===== config.mk =====
export PLATFORM = sky130hd
export DESIGN_NAME = dm_access_ctrl
export DESIGN_NICKNAME = d
export VERILOG_FILES = /design/src/rtl/dm_access_ctrl.sv
export SDC_FILE = /design/constraint.sdc
export NUM_CORES = 1
export LEC_CHECK = 0
export ABC_CLOCK_PERIOD_IN_PS = 2400
export CAP_MARGIN = 25
export CORE_AREA = 3 3 110 123
export CTS_CLUSTER_SIZE = 40
export DETAILED_ROUTE_END_ITERATION = 12
export DIE_AREA = 0 0 113 126
export DONT_BUFFER_PORTS = 1
export SLEW_MARGIN = 40
export SYNTH_ARGS = -nofsm -noshare
export SYNTH_HDL_FRONTEND = slang
export SYNTH_SLANG_ARGS = --single-unit

===== constraint.sdc =====
create_clock -name clk -period 2.4 [get_ports clk]
set_clock_uncertainty 0.15 [all_clocks]
set_input_delay 0.12 -clock clk [delete_from_list [all_inputs] [get_ports clk]]
set_output_delay 0.12 -clock clk [all_outputs]
set_load 0.005 [all_outputs]

===== src/rtl/dm_access_ctrl.sv =====
`default_nettype none
// ============================================================================
// Module      : dm_access_ctrl
// Description : Registered data-memory access controller. Muxes the data
//               memory between the processor core (run mode) and an
//               external host that streams words in (load) or out (dump)
//               over valid/ready handshakes with auto-incrementing addresses.
//
// Ports       : clk, rst_n              clock / async active-low reset
//               status[1:0]             00 idle, 01 run, 10 load, 11 dump
//               core_we/addr/wdata      core write port (run mode)
//               host_base/len/start     stream setup (len = words - 1)
//               host_wvalid/wdata/wready  load-stream handshake
//               host_rvalid/rdata/rready  dump-stream handshake
//               dm_rdata                memory read data (1-cycle latency)
//               dm_en/addr/wdata        memory write enable / address / data
//               busy, done, err         stream status, sticky bounds error
//
// Option      : BOUNDS_CHECK_EN - reject streams and core accesses that run
//               past MEM_DEPTH and raise err; when undefined err is tied 0.
//
// Revision    : 1.0 - initial release
// ============================================================================
module dm_access_ctrl #(
    parameter int DATA_W    = 8,
    parameter int ADDR_W    = 16,
    parameter int MEM_DEPTH = 65536
) (
    input  logic              clk,
    input  logic              rst_n,
    input  logic [1:0]        status,
    input  logic              core_we,
    input  logic [ADDR_W-1:0] core_addr,
    input  logic [DATA_W-1:0] core_wdata,
    input  logic [ADDR_W-1:0] host_base,
    input  logic [ADDR_W-1:0] host_len,
    input  logic              host_start,
    input  logic              host_wvalid,
    input  logic [DATA_W-1:0] host_wdata,
    output logic              host_wready,
    output logic              host_rvalid,
    output logic [DATA_W-1:0] host_rdata,
    input  logic              host_rready,
    input  logic [DATA_W-1:0] dm_rdata,
    output logic              dm_en,
    output logic [ADDR_W-1:0] dm_addr,
    output logic [DATA_W-1:0] dm_wdata,
    output logic              busy,
    output logic              done,
    output logic              err
);

    typedef enum logic [2:0] {
        S_IDLE      = 3'd0,
        S_RUN       = 3'd1,
        S_LD_WAIT   = 3'd2,
        S_LD_STREAM = 3'd3,
        S_DP_WAIT   = 3'd4,
        S_DP_READ   = 3'd5,
        S_DP_HOLD   = 3'd6
    } state_e;

    // Last addressable word; a stream touching it always completes.
    localparam logic [ADDR_W-1:0] C_LAST_ADDR = ADDR_W'(MEM_DEPTH - 1);

    state_e              state_q, state_d;
    logic [1:0]          status_q;
    logic [ADDR_W-1:0]   addr_q, addr_d;
    logic [ADDR_W-1:0]   rem_q, rem_d;
    logic                dm_en_q, dm_en_d;
    logic [ADDR_W-1:0]   dm_addr_q, dm_addr_d;
    logic [DATA_W-1:0]   dm_wdata_q, dm_wdata_d;
    logic                host_rvalid_q, host_rvalid_d;
    logic                busy_q, busy_d;
    logic                done_q, done_d;
    logic                w_mode_chg;
    logic                w_last;

    assign w_mode_chg = (status != status_q);
    // Stream ends on its final word or on the top of memory, whichever first.
    assign w_last     = (rem_q == '0) || (addr_q == C_LAST_ADDR);

`ifdef BOUNDS_CHECK_EN
    localparam logic [ADDR_W:0] C_DEPTH = (ADDR_W+1)'(MEM_DEPTH);

    logic              err_q, err_d;
    logic [ADDR_W:0]   w_span_end;
    logic              w_start_oob;
    logic              w_core_oob;

    // One extra bit so base+len cannot wrap below the limit.
    assign w_span_end  = {1'b0, host_base} + {1'b0, host_len};
    assign w_start_oob = (w_span_end >= C_DEPTH);
    assign w_core_oob  = ({1'b0, core_addr} >= C_DEPTH);
    assign err         = err_q;
`else
    assign err         = 1'b0;
`endif

    // The cycle the mode changes is already an abort cycle, so no load beat
    // may be accepted in it.
    assign host_wready = (state_q == S_LD_STREAM) && !w_mode_chg;
    assign host_rvalid = host_rvalid_q;
    // The dump address is held for the whole DP_HOLD residency and memory is
    // never written in dump mode, so read data is stable while presented.
    assign host_rdata  = host_rvalid_q ? dm_rdata : {DATA_W{1'b0}};
    assign dm_en       = dm_en_q;
    assign dm_addr     = dm_addr_q;
    assign dm_wdata    = dm_wdata_q;
    assign busy        = busy_q;
    assign done        = done_q;

    always_comb begin
        state_d       = state_q;
        addr_d        = addr_q;
        rem_d         = rem_q;
        dm_en_d       = 1'b0;
        dm_addr_d     = dm_addr_q;
        dm_wdata_d    = dm_wdata_q;
        host_rvalid_d = host_rvalid_q;
        busy_d        = busy_q;
        done_d        = done_q;
`ifdef BOUNDS_CHECK_EN
        err_d         = err_q;
`endif

        if (w_mode_chg) begin
            case (status)
                2'b00:   state_d = S_IDLE;
                2'b01:   state_d = S_RUN;
                2'b10:   state_d = S_LD_WAIT;
                default: state_d = S_DP_WAIT;
            endcase
            busy_d        = 1'b0;
            done_d        = 1'b0;
            host_rvalid_d = 1'b0;
`ifdef BOUNDS_CHECK_EN
            err_d         = 1'b0;
`endif
        end else begin
            case (state_q)
                S_IDLE: begin
                end

                S_RUN: begin
                    dm_en_d    = core_we;
                    dm_addr_d  = core_addr;
                    dm_wdata_d = core_wdata;
`ifdef BOUNDS_CHECK_EN
                    if (w_core_oob) begin
                        dm_en_d = 1'b0;
                        err_d   = 1'b1;
                    end
`endif
                end

                S_LD_WAIT, S_DP_WAIT: begin
                    if (host_start) begin
`ifdef BOUNDS_CHECK_EN
                        if (w_start_oob) begin
                            err_d = 1'b1;
                        end else
`endif
                        begin
                            addr_d = host_base;
                            rem_d  = host_len;
                            busy_d = 1'b1;
                            done_d = 1'b0;
`ifdef BOUNDS_CHECK_EN
                            err_d  = 1'b0;
`endif
                            if (state_q == S_LD_WAIT) begin
                                state_d = S_LD_STREAM;
                            end else begin
                                // Address goes out on DP_READ entry so the
                                // memory has returned data by DP_HOLD.
                                dm_addr_d = host_base;
                                state_d   = S_DP_READ;
                            end
                        end
                    end
                end

                S_LD_STREAM: begin
                    if (host_wvalid) begin
                        dm_en_d    = 1'b1;
                        dm_addr_d  = addr_q;
                        dm_wdata_d = host_wdata;
                        addr_d     = addr_q + 1'b1;
                        if (w_last) begin
                            state_d = S_LD_WAIT;
                            busy_d  = 1'b0;
                            done_d  = 1'b1;
                        end else begin
                            rem_d = rem_q - 1'b1;
                        end
                    end
                end

                S_DP_READ: begin
                    host_rvalid_d = 1'b1;
                    state_d       = S_DP_HOLD;
                end

                S_DP_HOLD: begin
                    if (host_rvalid_q && host_rready) begin
                        host_rvalid_d = 1'b0;
                        if (w_last) begin
                            state_d = S_DP_WAIT;
                            busy_d  = 1'b0;
                            done_d  = 1'b1;
                        end else begin
                            addr_d    = addr_q + 1'b1;
                            rem_d     = rem_q - 1'b1;
                            dm_addr_d = addr_q + 1'b1;
                            state_d   = S_DP_READ;
                        end
                    end
                end

                default: begin
                    state_d = S_IDLE;
                end
            endcase
        end
    end

    always_ff @(posedge clk or negedge rst_n) begin
        if (!rst_n) begin
            state_q       <= S_IDLE;
            status_q      <= 2'b00;
            addr_q        <= '0;
            rem_q         <= '0;
            dm_en_q       <= 1'b0;
            dm_addr_q     <= '0;
            dm_wdata_q    <= '0;
            host_rvalid_q <= 1'b0;
            busy_q        <= 1'b0;
            done_q        <= 1'b0;
        end else begin
            state_q       <= state_d;
            status_q      <= status;
            addr_q        <= addr_d;
            rem_q         <= rem_d;
            dm_en_q       <= dm_en_d;
            dm_addr_q     <= dm_addr_d;
            dm_wdata_q    <= dm_wdata_d;
            host_rvalid_q <= host_rvalid_d;
            busy_q        <= busy_d;
            done_q        <= done_d;
        end
    end

`ifdef BOUNDS_CHECK_EN
    always_ff @(posedge clk or negedge rst_n) begin
        if (!rst_n) begin
            err_q <= 1'b0;
        end else begin
            err_q <= err_d;
        end
    end
`endif

endmodule
`default_nettype wire

==> flow_results.xml <==
<?xml version="1.0" encoding="UTF-8"?>
<metrics>
  <group name="clock_network">
    <metric name="cts-root-buf" unit="">sky130_fd_sc_hd__clkbuf_16</metric>
    <metric name="worst_skew_pair.late_latency" unit="ps">340</metric>
    <metric name="cts_inserted_buffers" unit="">9</metric>
    <metric name="cts_tree" unit="">built</metric>
    <metric name="cts_max_path_buffers" unit="">2</metric>
    <metric name="clock_h_tree_levels" unit="">3</metric>
    <metric name="worst_setup_hold_path_clk_slew" unit="ps">50</metric>
    <metric name="clock_sink_count" unit="">65</metric>
    <metric name="cts_setup_buffers" unit="">0</metric>
  </group>
  <group name="sta">
    <metric name="fmax" unit="MHz">448</metric>
    <metric name="period_minus_slack" unit="ps">2230</metric>
    <metric name="final-setup-viol-count" unit="">0</metric>
    <metric name="report.final.hold_viol_count" unit="">0</metric>
    <metric name="worst_slew_pin_slew" unit="ps">685</metric>
    <metric name="hold_slack" unit="ps">11.5</metric>
    <metric name="relative_slew_margins" unit="%">54.2</metric>
    <metric name="setup_tns" unit="ps">0</metric>
    <metric name="rsz0062_at_grt" unit="">false</metric>
    <metric name="final-max-slew-violation-count" unit="">0</metric>
    <metric name="post-route-period-util" unit="%">93.0</metric>
  </group>
  <group name="final_layout">
    <metric name="finish.utilization" unit="%">48.6</metric>
    <metric name="num-nets-final" unit="">713</metric>
    <metric name="antennaDiodeCount" unit="">0</metric>
    <metric name="areaGrowthSynthToFinish" unit="%">27.1</metric>
    <metric name="share_of_post_route_cells_with_drive_strength_above_1" unit="%">16.1</metric>
  </group>
  <group name="synthesis">
    <metric name="netlist_instances" unit="">562</metric>
    <metric name="syn-num-nets" unit="">645</metric>
    <metric name="synth.yosys.seq_area_share" unit="%">34.1</metric>
    <metric name="synthesis.area_per_instance" unit="µm²">8.49</metric>
    <metric name="yosysWarningCount" unit="">0</metric>
    <metric name="synthesis.area" unit="µm²">4770</metric>
    <metric name="synth_edf_count" unit="">0</metric>
    <metric name="netlist-cell-type-count" unit="">70</metric>
    <metric name="synth-seq-cells" unit="">65</metric>
    <metric name="async_reset_ff_share" unit="%">100</metric>
    <metric name="synthFlopType" unit="">sky130_fd_sc_hd__dfrtp_1</metric>
  </group>
  <group name="grt">
    <metric name="grt_use_total" unit="%">21.4</metric>
    <metric name="pin_count_of_the_biggest_net_entering_global_routing" unit="">66</metric>
    <metric name="global_route_wire_length_before_repair" unit="mm">24.6</metric>
    <metric name="globalRoute.totalOverflow" unit="">0</metric>
    <metric name="most_used_layer_global_route" unit="">met2</metric>
    <metric name="met1_track_utilization_from_global_routing" unit="%">27.5</metric>
    <metric name="grt_util_met2" unit="%">35.5</metric>
    <metric name="globalRouteMet3Util" unit="%">3.89</metric>
    <metric name="grt_antenna_before_repair" unit="">0</metric>
    <metric name="grt_pass1_vias" unit="">4760</metric>
  </group>
  <group name="floorplan">
    <metric name="die_area" unit="µm²">14200</metric>
    <metric name="fp-row-count" unit="">43</metric>
    <metric name="die_x" unit="µm">113</metric>
    <metric name="core_area" unit="µm²">12500</metric>
    <metric name="starting_density" unit="%">38.2</metric>
    <metric name="floorplan.die.height" unit="µm">126</metric>
    <metric name="top_level_ports" unit="">118</metric>
  </group>
  <group name="setup_path">
    <metric name="critical_path_startpoint_category" unit="">flip-flop</metric>
    <metric name="crit_family" unit="">simple AND/OR/NAND/NOR gates</metric>
    <metric name="crit_type" unit="">flip-flop to flip-flop</metric>
    <metric name="worstPathRequired" unit="ps">2480</metric>
    <metric name="worstPathArrival" unit="ps">2310</metric>
    <metric name="endpoint_kind" unit="">flip-flop</metric>
    <metric name="highest_cell_delay_on_the_worst_timing_path" unit="ps">630</metric>
    <metric name="timing.critical_path.buf_inv" unit="">0</metric>
    <metric name="worstPathMaxFanout" unit="">4</metric>
    <metric name="cp_cell_sequence" unit="">or4_1, or2_4, a2111oi_4, o2111ai_1, o211a_1</metric>
    <metric name="critPathSlowestCell" unit="">sky130_fd_sc_hd__or4_1</metric>
  </group>
  <group name="flow_run">
    <metric name="maxCapViolCount" unit="">0</metric>
  </group>
  <group name="route">
    <metric name="count_of_vias_placed_by_the_detailed_router" unit="">4658</metric>
    <metric name="route.detailed.vias_per_inst" unit="">5.88</metric>
    <metric name="routed_wl" unit="mm">14.9</metric>
    <metric name="ant_nets" unit="">0</metric>
    <metric name="drt_initial_violations" unit="">388</metric>
    <metric name="drc" unit="">0</metric>
    <metric name="wire_per_inst" unit="µm">18.8</metric>
    <metric name="drt_pre_antenna_iters" unit="">5</metric>
  </group>
  <group name="placement">
    <metric name="place.port_buffers" unit="">0</metric>
    <metric name="dp_hpwl" unit="mm">10.4</metric>
    <metric name="place.gp.congestion" unit="">0.848</metric>
  </group>
  <group name="run_status">
    <metric name="outcome" unit="">completed</metric>
  </group>
  <group name="power_and_ir_drop">
    <metric name="vdd_drop_max" unit="V">0.000572</metric>
    <metric name="leakagePower" unit="nW">2.43</metric>
    <metric name="powerDensity" unit="nW/µm²">927</metric>
  </group>
  <group name="worst_hold_path">
    <metric name="min-delay-path-class" unit="">input port to flip-flop</metric>
  </group>
</metrics>
==> report_power, final <==
part	leakage, nW	internal, mW	total [mW]	switching, mW
Clock	0.158	1.02	1.50	0.483
Sequential	0.776	1.57	2.12	0.548
Combinational	1.50	0.986	2.00	1.01
==> metrics by stage <==
| step | cell area (µm²) | power, mW | instances | setup slack [ps] |
|---|---|---|---|---|
| floorplan | 4770 | 3.39 | 562 | 102 |
| global placement | 5130 | 3.93 | 720 | 190 |
| detailed placement | 5130 | 4.00 | 720 | 119 |
| CTS | 6040 | 5.63 | 792 | 111 |
| global route | 6060 | 6.01 | 792 | 5.15 |
| finish | 6060 | 5.62 | 792 | 168 |
==> area by class of cell <==
class / instances / area [µm²]
well taps: 157 / 196
fillers: 1200 / 6420
multi-input cells: 435 / 2900
clock inverters: 3 / 90.1
repair buffers: 105 / 958
flip-flops and latches: 65 / 1630
clock buffers: 13 / 240
inverters: 14 / 52.6
==> metal layers <==
layer  vias to the layer above  wire [µm]  share of wire (%)
met5                         -          0                  0
met4                         0        315                2.1
met3                        20        838                5.6
met2                       169       7470                 50
met1                      2229       6280                 42
li1                       2240          -                  -
==> cell usage in the layout, fill, tap and decap left out, types with 3 or more instances in the layout <==
cell type and instances:
sky130_fd_sc_hd__nand3_1 14, sky130_fd_sc_hd__o221ai_1 7, sky130_fd_sc_hd__or2_2 3, sky130_fd_sc_hd__buf_4 48, sky130_fd_sc_hd__ha_1 3, sky130_fd_sc_hd__and3_1 4, sky130_fd_sc_hd__dfrtp_1 64, sky130_fd_sc_hd__nand3b_1 3
sky130_fd_sc_hd__bufinv_16 3, sky130_fd_sc_hd__o31ai_1 7, sky130_fd_sc_hd__a22oi_1 6, sky130_fd_sc_hd__inv_1 13, sky130_fd_sc_hd__and2_1 13, sky130_fd_sc_hd__o22ai_1 16, sky130_fd_sc_hd__mux2_2 8, sky130_fd_sc_hd__nand2_1 54
sky130_fd_sc_hd__nand4_1 11, sky130_fd_sc_hd__or3_1 7, sky130_fd_sc_hd__a21oi_1 44, sky130_fd_sc_hd__mux2_4 11, sky130_fd_sc_hd__dlygate4sd3_1 55, sky130_fd_sc_hd__a22o_1 12, sky130_fd_sc_hd__mux2i_1 20, sky130_fd_sc_hd__nor3_1 10
sky130_fd_sc_hd__nor4_1 3, sky130_fd_sc_hd__clkbuf_1 4, sky130_fd_sc_hd__a31oi_1 20, sky130_fd_sc_hd__nor2_1 38, sky130_fd_sc_hd__a211oi_1 10, sky130_fd_sc_hd__a221oi_1 3, sky130_fd_sc_hd__o21ai_0 43, sky130_fd_sc_hd__clkbuf_16 9
sky130_fd_sc_hd__xnor2_1 7, sky130_fd_sc_hd__o211ai_1 7, sky130_fd_sc_hd__xor2_1 5
==> state kept, by name, summed over array words and instances (netlist names), 2 cells and up <==
| register | cells |
|---|---|
| addr_q | 16 |
| dm_wdata | 8 |
| status_q | 2 |
| rem_q | 16 |
| state_q | 3 |
| dm_addr | 16 |
==> path summary, 6_finish.rpt <==
check / from / endpoint / slack [ps] / depth (start not counted)
min: core_addr[6] / dm_addr[6]$_DFFE_PN0P_ / 10 / 3
max reg2reg: rem_q[3]$_DFFE_PN0P_ / rem_q[9]$_DFFE_PN0P_ / 170 / 5
max: rem_q[3]$_DFFE_PN0P_ / rem_q[9]$_DFFE_PN0P_ / 170 / 5
min reg2reg: dm_wdata[6]$_DFFE_PN0P_ / dm_wdata[6]$_DFFE_PN0P_ / 370 / 2
max in group asynchronous: rst_n / state_q[1]$_DFFE_PN0P_ / 1620 / 2
min in group asynchronous: rst_n / dm_addr[11]$_DFFE_PN0P_ / 170 / 2
==> kinds of logic (layout without fill, tap and decap cells) <==
logic type	Yosys count	count (layout)	synth area share, %
other	1	1	0.0786
flip-flops	65	65	34.1
XOR/XNOR	12	12	2.20
AO/OA/AOI/OAI	199	199	27.8
buffers and inverters	62	135	5.77
multiplexers	39	39	9.54
adder cells (fa/ha/maj)	4	4	0.996
AND/OR/NAND/NOR	180	180	19.6
==> worst min-delay path: stages <==
cell and delay, ps:
sky130_fd_sc_hd__o211ai_1 70, sky130_fd_sc_hd__o221ai_1 110, sky130_fd_sc_hd__mux2_2 160
==> cell usage after synthesis, types with 3 or more instances <==
library cell / count / share of area [%]
sky130_fd_sc_hd__nand3b_1: 3 / 0.47
sky130_fd_sc_hd__o22ai_1: 16 / 2.1
sky130_fd_sc_hd__or3_1: 7 / 0.92
sky130_fd_sc_hd__dfrtp_1: 65 / 34
sky130_fd_sc_hd__mux2_4: 11 / 3.5
sky130_fd_sc_hd__o21ai_0: 43 / 4.5
sky130_fd_sc_hd__nor3_1: 10 / 1.0
sky130_fd_sc_hd__buf_1: 7 / 0.55
sky130_fd_sc_hd__nand3_1: 15 / 1.6
sky130_fd_sc_hd__xor2_1: 5 / 0.92
sky130_fd_sc_hd__o211ai_1: 7 / 1.1
sky130_fd_sc_hd__nor2_1: 38 / 3.0
sky130_fd_sc_hd__mux2i_1: 20 / 4.2
sky130_fd_sc_hd__inv_1: 13 / 1.0
sky130_fd_sc_hd__a22oi_1: 6 / 0.94
sky130_fd_sc_hd__a31oi_1: 20 / 2.6
sky130_fd_sc_hd__or2_2: 3 / 0.39
sky130_fd_sc_hd__a21oi_1: 44 / 4.6
sky130_fd_sc_hd__and2_1: 13 / 1.7
sky130_fd_sc_hd__a22o_1: 12 / 2.2
sky130_fd_sc_hd__nor4_1: 4 / 0.52
sky130_fd_sc_hd__nand2_1: 54 / 4.2
sky130_fd_sc_hd__nand4_1: 11 / 1.4
sky130_fd_sc_hd__buf_2: 16 / 1.7
sky130_fd_sc_hd__ha_1: 3 / 0.79
sky130_fd_sc_hd__and3_1: 4 / 0.52
sky130_fd_sc_hd__o31ai_1: 7 / 1.1
sky130_fd_sc_hd__mux2_2: 8 / 1.9
sky130_fd_sc_hd__a221oi_1: 3 / 0.55
sky130_fd_sc_hd__a211oi_1: 10 / 1.6
sky130_fd_sc_hd__clkbuf_1: 21 / 1.7
sky130_fd_sc_hd__xnor2_1: 7 / 1.3
sky130_fd_sc_hd__o221ai_1: 7 / 1.3
==> what timing repair did <==
action	CTS	global route
hold buffers	56	0
hold endpoints to repair	115	0
resized for setup	0	5
endpoints found under the setup margin	0	36
(Power assumes the default switching activity.)
